===== src/rtl/ram_arbiter_pkg.sv =====
// Shared types and helpers for the RAM arbiter that multiplexes fetch and data
// accesses onto the single data RAM.
package ram_arbiter_pkg;

  typedef enum logic [1:0] {
    StIdle   = 2'd0,
    StAccess = 2'd1,
    StDone   = 2'd2
  } state_e;

  typedef enum logic {
    GntIf  = 1'b0,
    GntMem = 1'b1
  } gnt_e;

  // Width of the latency and consecutive-grant counters (both limited to 1..15).
  localparam int unsigned CntWidth = 4;

  function automatic logic [CntWidth-1:0] sat_inc(input logic [CntWidth-1:0] val,
                                                  input logic [CntWidth-1:0] lim);
    return (val >= lim) ? lim : val + 1'b1;
  endfunction

endpackage


===== src/rtl/ram_arbiter.sv =====
// Arbitrates the single data RAM between the fetch port and the load/store port,
// sequencing each access through IDLE -> ACCESS (LATENCY cycles) -> DONE.
module ram_arbiter
  import ram_arbiter_pkg::*;
#(
  parameter int unsigned ADDR_WIDTH = 32,
  parameter int unsigned DATA_WIDTH = 32,
  parameter int unsigned LATENCY    = 1,
  parameter int unsigned MAX_CONSEC = 2
) (
  input  logic                  clk,
  input  logic                  rst,
  input  logic                  if_req,
  input  logic [ADDR_WIDTH-1:0] if_addr,
  output logic                  if_done,
  output logic [DATA_WIDTH-1:0] if_rdata,
  input  logic                  mem_req,
  input  logic                  mem_we,
  input  logic [ADDR_WIDTH-1:0] mem_addr,
  input  logic [DATA_WIDTH-1:0] mem_wdata,
  output logic                  mem_done,
  output logic [DATA_WIDTH-1:0] mem_rdata,
  output logic [ADDR_WIDTH-1:0] ram_address,
  output logic [DATA_WIDTH-1:0] ram_data_in,
  output logic                  ram_write_enable,
  input  logic [DATA_WIDTH-1:0] ram_data_out,
  output logic                  busy
);

  localparam logic [CntWidth-1:0] LatLast   = CntWidth'(LATENCY - 1);
  localparam logic [CntWidth-1:0] MaxConsec = CntWidth'(MAX_CONSEC);

  state_e                  state_q, state_d;
  gnt_e                    gnt_q, gnt_d;
  logic [CntWidth-1:0]     lat_q, lat_d;
  logic [CntWidth-1:0]     consec_q, consec_d;
  logic [ADDR_WIDTH-1:0]   addr_q, addr_d;
  logic [DATA_WIDTH-1:0]   wdata_q, wdata_d;
  logic                    we_q, we_d;
  logic [DATA_WIDTH-1:0]   if_rdata_q, if_rdata_d;
  logic [DATA_WIDTH-1:0]   mem_rdata_q, mem_rdata_d;

  logic any_req;
  logic grant_mem;
  logic last_access;

  assign any_req     = if_req | mem_req;
  // Data wins ties until it has taken MaxConsec grants in a row against a waiting fetch.
  assign grant_mem   = mem_req & (~if_req | (consec_q != MaxConsec));
  assign last_access = (state_q == StAccess) && (lat_q == LatLast);

  // State register and datapath registers.
  always_ff @(posedge clk) begin
    if (rst) begin
      state_q     <= StIdle;
      gnt_q       <= GntIf;
      lat_q       <= '0;
      consec_q    <= '0;
      addr_q      <= '0;
      wdata_q     <= '0;
      we_q        <= 1'b0;
      if_rdata_q  <= '0;
      mem_rdata_q <= '0;
    end else begin
      state_q     <= state_d;
      gnt_q       <= gnt_d;
      lat_q       <= lat_d;
      consec_q    <= consec_d;
      addr_q      <= addr_d;
      wdata_q     <= wdata_d;
      we_q        <= we_d;
      if_rdata_q  <= if_rdata_d;
      mem_rdata_q <= mem_rdata_d;
    end
  end

  // Next-state logic.
  always_comb begin
    state_d = state_q;
    unique case (state_q)
      StIdle:   if (any_req) state_d = StAccess;
      StAccess: if (last_access) state_d = StDone;
      StDone:   state_d = StIdle;
      default:  state_d = StIdle;
    endcase
  end

  // Grant, request capture, counters and read-data capture.
  always_comb begin
    gnt_d       = gnt_q;
    lat_d       = lat_q;
    consec_d    = consec_q;
    addr_d      = addr_q;
    wdata_d     = wdata_q;
    we_d        = we_q;
    if_rdata_d  = if_rdata_q;
    mem_rdata_d = mem_rdata_q;

    if (state_q == StIdle && any_req) begin
      lat_d = '0;
      if (grant_mem) begin
        gnt_d    = GntMem;
        addr_d   = mem_addr;
        wdata_d  = mem_wdata;
        we_d     = mem_we;
        consec_d = if_req ? sat_inc(consec_q, MaxConsec) : '0;
      end else begin
        gnt_d    = GntIf;
        addr_d   = if_addr;
        wdata_d  = '0;
        we_d     = 1'b0;
        consec_d = '0;
      end
    end

    if (state_q == StAccess) begin
      lat_d = last_access ? '0 : lat_q + 1'b1;
      if (last_access) begin
        if (gnt_q == GntIf) begin
          if_rdata_d = ram_data_out;
        end else if (!we_q) begin
          mem_rdata_d = ram_data_out;
        end
      end
    end
  end

  // Outputs.
  always_comb begin
    ram_address      = '0;
    ram_data_in      = '0;
    ram_write_enable = 1'b0;
    if_done          = 1'b0;
    mem_done         = 1'b0;
    busy             = (state_q != StIdle);

    unique case (state_q)
      StAccess: begin
        ram_address      = addr_q;
        ram_data_in      = wdata_q;
        // Single-cycle strobe at the start of the access window.
        ram_write_enable = we_q && (gnt_q == GntMem) && (lat_q == '0);
      end
      StDone: begin
        if_done  = (gnt_q == GntIf);
        mem_done = (gnt_q == GntMem);
      end
      default: ;
    endcase
  end

  assign if_rdata  = if_rdata_q;
  assign mem_rdata = mem_rdata_q;

endmodule


===== config.mk =====
export PLATFORM = sky130hd
export DESIGN_NAME = ram_arbiter
export DESIGN_NICKNAME = d
export VERILOG_FILES = /design/src/rtl/ram_arbiter_pkg.sv /design/src/rtl/ram_arbiter.sv
export SDC_FILE = /design/constraint.sdc
export NUM_CORES = 1
export LEC_CHECK = 0
export CORE_MARGIN = 2
export CORE_UTILIZATION = 47
export DETAILED_ROUTE_END_ITERATION = 8
export GPL_ROUTABILITY_DRIVEN = 1
export PLACE_DENSITY_LB_ADDON = 0.3
export SLEW_MARGIN = 25
export SYNTH_ARGS = -nofsm -noshare
export SYNTH_HDL_FRONTEND = slang
export SYNTH_SLANG_ARGS = --single-unit

===== constraint.sdc =====
create_clock -name clk -period 2.66 [get_ports clk]
set_input_delay 0.532 -clock clk [delete_from_list [all_inputs] [get_ports clk]]
set_output_delay 0.532 -clock clk [all_outputs]
set_load 0.01 [all_outputs]

==> results.json, run 1 <==
{
  "grt_remaining_overflow": 0,
  "slew_headroom_pct": 36.8,
  "cts_max_level": 4,
  "wire_per_inst_um": 17.5,
  "num_antenna_cells": 0,
  "sw_frac_of_total_pct": 23.6,
  "via_per_inst": 5.70,
  "synth_ff_type": "dfxtp_1",
  "start_util_pct": 48.3,
  "cellLeakagePower_nw": 3.50,
  "seqPwrFrac_pct": 39.3,
  "switching_power_w": 0.00139,
  "io_pins": 265,
  "yosysMostFrequentCell": "dfxtp_1",
  "ys_seq_area_share_pct": 43.4,
  "power-per-cell-area_nw_per_um2": 595,
  "finalClockSkew_ps": 6.31,
  "slew_violations": 0,
  "final_nets": 1129,
  "grt_usage_pct": 27.4,
  "synth_area_um2": 6450,
  "grt_pass1_wl_um": 32000,
  "grt_pass1_vias": 6477,
  "rrSetupSlack_ps": 350,
  "drtAntennaViolNets": 0,
  "fp.dieW_um": 121,
  "drc": 0,
  "status": "complete, no violations",
  "period_share_pct": 97.2,
  "fin_tns_setup_ps": 0,
  "worstMarginPinSlew_ps": 947,
  "synth_fp_nets": 905,
  "ys_types": 39,
  "first_pass_iters": 5,
  "clkPwrFrac_pct": 43.7,
  "maxCapViolations": 0,
  "ys_top_cells_by_count": "140 x dfxtp_1, 103 x a21oi_1, 100 x nand3_1",
  "area_growth_pct": 53.8,
  "cts_tree": "done",
  "clock_sinks": 140,
  "path_clk_slew_ps": 60,
  "antenna_found_initial": 0,
  "pwr-share-comb_pct": 17.0,
  "grt_max_degree": 71,
  "worstPathMaxFanout": 35,
  "gp_congestion": 0.819,
  "ys_warn_count": 0,
  "synth_cells": 768,
  "ys_ff_latch": 140,
  "postCtsHoldBufs": 0,
  "ys_top_cells_by_area": "dfxtp_1 43%, a21oi_1 8.0%, nand3_1 7.8%, o21ai_0 7.4%, and2_1 6.3%",
  "vias": 6725,
  "cts_inserted_buffers": 17,
  "hpwlAfterDp_um": 13200,
  "clk_latency_ps": 420,
  "internal_power_w": 0.00451,
  "die_h_um": 121,
  "layout_setup_ws_ps": 74.8,
  "cts_setup_buffers": 0,
  "ctsLongestPathBuffers": 2,
  "rsz0062_at_grt": "no",
  "async_flop_share_pct": 0,
  "yosysTopAreaCell": "dfxtp_1",
  "die_area_um2": 14700,
  "vdd_drop_max_uv": 382,
  "setup_viol": 0,
  "placementRows": 42,
  "crit_required_ps": 2130,
  "syn_area_per_cell_um2": 8.40,
  "synth_top_area_share_pct": 43.4,
  "drive_gt1_share_pct": 6.77,
  "port_buffers": 264,
  "hold_violations": 0,
  "drt_iter0_drc": 418,
  "cp-start-kind": "register",
  "cts_root_buf": "clkbuf_16",
  "fmax_mhz": 387,
  "core_um2": 13300,
  "critPathKind": "register to output pin",
  "synth_edf_count": 0,
  "crit_arrival_ps": 2050,
  "wl_um": 20700,
  "period_minus_slack_ps": 2590,
  "pre_cts_slack_ps": 249,
  "worstSetupEndpointType": "output pin",
  "hp-class": "register to register"
}
[sequential cells by signal, indices dropped and copies added, names as in the netlist]
| register | count |
|---|---|
| addr_q | 32 |
| consec_q | 4 |
| gnt_q | 1 |
| if_rdata | 32 |
| lat_q | 4 |
| mem_rdata | 32 |
| state_q | 2 |
| wdata_q | 32 |
| we_q | 1 |
[per-layer routing]
metal  routed length (µm)  GRT usage, %  vias to the layer above
li1                     -             -                     3165
met1                 8370          33.0                     3204
met2                 9990          45.4                      300
met3                 1540          7.47                       56
met4                  754          12.4                        0
met5                    0             0                        -
[worst max-delay path, cell delays in order, from the launching register on]
cell and delay [ps]:
dfxtp_2 430, nor2b_4 250, clkbuf_16 230, and2_1 160
clkdlybuf4s50_1 530
[power groups by stage]
stage / Sequential, W / Combinational [W] / Clock [W]
after floorplan: 0.00236 / 0.000471 / 0
after global placement: 0.00236 / 0.000966 / 0
after detailed placement: 0.00236 / 0.000983 / 0
after CTS: 0.00232 / 0.000992 / 0.00261
after global routing: 0.00234 / 0.00109 / 0.00271
final: 0.00232 / 0.00101 / 0.00258
[path summary, 6_finish.rpt]
| path | from | cells past startpoint | to |
|---|---|---|---|
| worst max register to register | state_q[1] | 5 | addr_q[1] |
| worst min-delay path | if_rdata[27] | 2 | if_rdata[27] |
| worst min register to register | if_rdata[27] | 2 | if_rdata[27] |
| worst max-delay path | state_q[0] | 4 | ram_data_in[30] |
[cell type report]
class | count | area, µm²
fill | 1019 | 3420
multi-input combinational | 538 | 3310
timing repair buffer | 290 | 2930
sequential | 140 | 2800
clock buffer | 24 | 482
tap | 176 | 220
clock inverter | 7 | 160
inverter | 5 | 22.5
[per-stage QoR]
stage | hold WS (ps) | utilization, % | cell area [µm²] | std cells | power, W
floorplan | 449 | - | 6450 | 768 | 0.00283
global placement | 456 | 69.3 | 9250 | 1148 | 0.00332
detailed placement | 461 | 69.3 | 9250 | 1148 | 0.00334
CTS | 469 | 74.1 | 9900 | 1179 | 0.00592
global route | 486 | 74.4 | 9920 | 1180 | 0.00614
finish | 468 | 74.4 | 9920 | 1180 | 0.00591
[cell families after synthesis]
| family | Yosys count | share of synthesized area [%] |
|---|---|---|
| muxes | 32 | 4.96 |
| DFF | 140 | 43.4 |
| buffers and inverters | 90 | 6.13 |
| and+or+nand+nor | 259 | 23.7 |
| adders and majority gates | 4 | 0.776 |
| AOI/OAI and AO/OA | 243 | 21.0 |
[layout by cell type, fill, tap and decap left out, types with 2 or more instances in the layout]
cell type / n
nand2b_1: 65
nand2_1: 4
nor2_2: 3
mux2i_1: 32
clkbuf_8: 3
clkbuf_16: 18
o21ai_0: 95
a31oi_1: 2
nand3_1: 100
inv_1: 4
buf_12: 6
o211ai_1: 4
clkinv_2: 2
buf_4: 20
nor3_1: 2
bufinv_16: 5
clkbuf_1: 4
ha_1: 4
o21ai_1: 5
dfxtp_1: 139
clkdlybuf4s50_1: 262
nand4_1: 2
a21oi_1: 103
and2_1: 65
a311oi_1: 32
[what timing repair did]
action	in CTS	in global routing
gates cloned	0	1
endpoints found under the setup margin	65	12
gates resized for setup	2	1
Power figures use the tool's default switching activity.
==> run 2: changes to the inputs <==
--- a/config.mk
+++ b/config.mk
@@ -9,7 +9,8 @@
 export CORE_UTILIZATION = 47
 export DETAILED_ROUTE_END_ITERATION = 8
 export GPL_ROUTABILITY_DRIVEN = 1
-export PLACE_DENSITY_LB_ADDON = 0.3
+export HOLD_SLACK_MARGIN = 0.05
+export PLACE_DENSITY = 0.87
 export SLEW_MARGIN = 25
 export SYNTH_ARGS = -nofsm -noshare
 export SYNTH_HDL_FRONTEND = slang
==> run 2 against run 1 <==
  * Core utilization decreased by 0.77 points
  * Clock power shrank 5%
  * Worst hold slack better by 1.3 ps
  * Routed wire length shrank 2.7%
  * Non-clock buffer count fell by 3
  * Fmax rose by 0.89%
  * Critical path type unchanged
  * Largest power group unchanged
==> results.json, run 2 (synthesis results as in run 1) <==
{
  "drc": 0,
  "fp.dieW_um": 121,
  "fmax_mhz": 390,
  "crit_arrival_ps": 2030,
  "slew_headroom_pct": 54.1,
  "cts_tree": "done",
  "cts_root_buf": "clkbuf_16",
  "hpwlAfterDp_um": 12900,
  "worstSetupEndpointType": "output pin",
  "cts_inserted_buffers": 17,
  "drtAntennaViolNets": 0,
  "busiest_layer": "met2",
  "status": "complete, no violations",
  "drive_gt1_share_pct": 6.39,
  "slew_violations": 0,
  "io_pins": 265,
  "grt_pass1_vias": 6295,
  "cellLeakagePower_nw": 3.47,
  "port_buffers": 264,
  "cp-start-kind": "register",
  "period_share_pct": 96.3,
  "hp-class": "register to register",
  "grt_remaining_overflow": 0,
  "use_met3_pct": 7.80,
  "cts_max_level": 4,
  "met2_usage_pct": 44.1,
  "path_clk_slew_ps": 60,
  "placementRows": 42,
  "final_nets": 1126,
  "finalClockSkew_ps": 8.24,
  "core_um2": 13300,
  "final_common_cell": "clkdlybuf4s50_1",
  "hold_violations": 0,
  "num_antenna_cells": 0,
  "crit_required_ps": 2130,
  "vdd_drop_max_uv": 477,
  "grt_pass1_wl_um": 31400,
  "use_met1_pct": 32.6,
  "design_area_um2": 9820,
  "worstMarginPinSlew_ps": 688,
  "rsz0062_at_grt": "no",
  "antenna_found_initial": 0,
  "placed_area_um2": 9210,
  "die_h_um": 121,
  "wl_um": 20100,
  "critPathKind": "register to output pin",
  "maxCapViolations": 0,
  "ctsLongestPathBuffers": 2,
  "period_minus_slack_ps": 2560,
  "area_growth_pct": 52.2,
  "start_util_pct": 48.3,
  "layout.cells.most_common_list": "262 x clkdlybuf4s50_1, 139 x dfxtp_1, 103 x a21oi_1",
  "clk_latency_ps": 420,
  "worstPathMaxFanout": 57,
  "first_pass_iters": 5,
  "vias": 6565,
  "setup_viol": 0,
  "grt_usage_pct": 26.9,
  "grt_max_degree": 83,
  "gp_congestion": 0.846,
  "clock_sinks": 140,
  "drt_iter0_drc": 652,
  "die_area_um2": 14700,
  "fin_tns_setup_ps": 0,
  "power-per-cell-area_nw_per_um2": 587,
  "wire_per_inst_um": 17.1,
  "via_per_inst": 5.58
}
-- run 2: worst paths after layout --
check | startpoint | endpoint | slack (ps) | cells after the start
worst max-delay path | state_q[0] | ram_address[13] | 100 | 4
worst min-delay path | wdata_q[8] | wdata_q[8] | 470 | 2
worst max register to register | lat_q[0] | if_rdata[25] | 660 | 7
worst min register to register | wdata_q[8] | wdata_q[8] | 470 | 2
-- run 2: layout make-up --
class / count / area, µm²
Multi-Input combinational cell: 538 / 3310
Sequential cell: 140 / 2800
Fill cell: 1012 / 3530
Clock buffer: 23 / 468
Inverter: 5 / 18.8
Clock inverter: 8 / 140
Timing Repair Buffer: 287 / 2860
Tap cell: 176 / 220
-- run 2: worst max-delay path, cell delays in order (launching register included) --
cell	delay [ps]
dfxtp_2	430
nor2b_4	210
buf_12	230
and2_1	150
clkdlybuf4s50_1	570
-- run 2: stage by stage --
step,util [%],total power [W],std cells,hold WS (ps),setup WS [ps]
after floorplan,-,0.00283,768,449,612
after detailed placement,69.0,0.00334,1146,462,246
after global routing,73.6,0.00599,1177,490,1.67
final,73.6,0.00576,1177,470,97.7
after CTS,73.6,0.00579,1177,470,79.8
after global placement,69.0,0.00333,1146,456,342
-- run 2: power breakdown --
group | switching [W] | total (W) | leakage (nW) | internal, W
Combinational | 0.000452 | 0.000980 | 2.02 | 0.000528
Sequential | 0.0000813 | 0.00232 | 1.15 | 0.00224
Clock | 0.000850 | 0.00246 | 0.301 | 0.00161
-- run 2: metal layers --
metal / up-vias / share of wire [%]
li1: 3165 / -
met1: 3092 / 40
met2: 262 / 48
met3: 46 / 7.9
met4: 0 / 3.3
met5: - / 0
-- run 2: timing repair --
item	4_1_cts	5_1_grt
resized for setup	2	0
hold buffers	0	0
endpoints found under the setup margin	52	0
buffers inserted	0	0
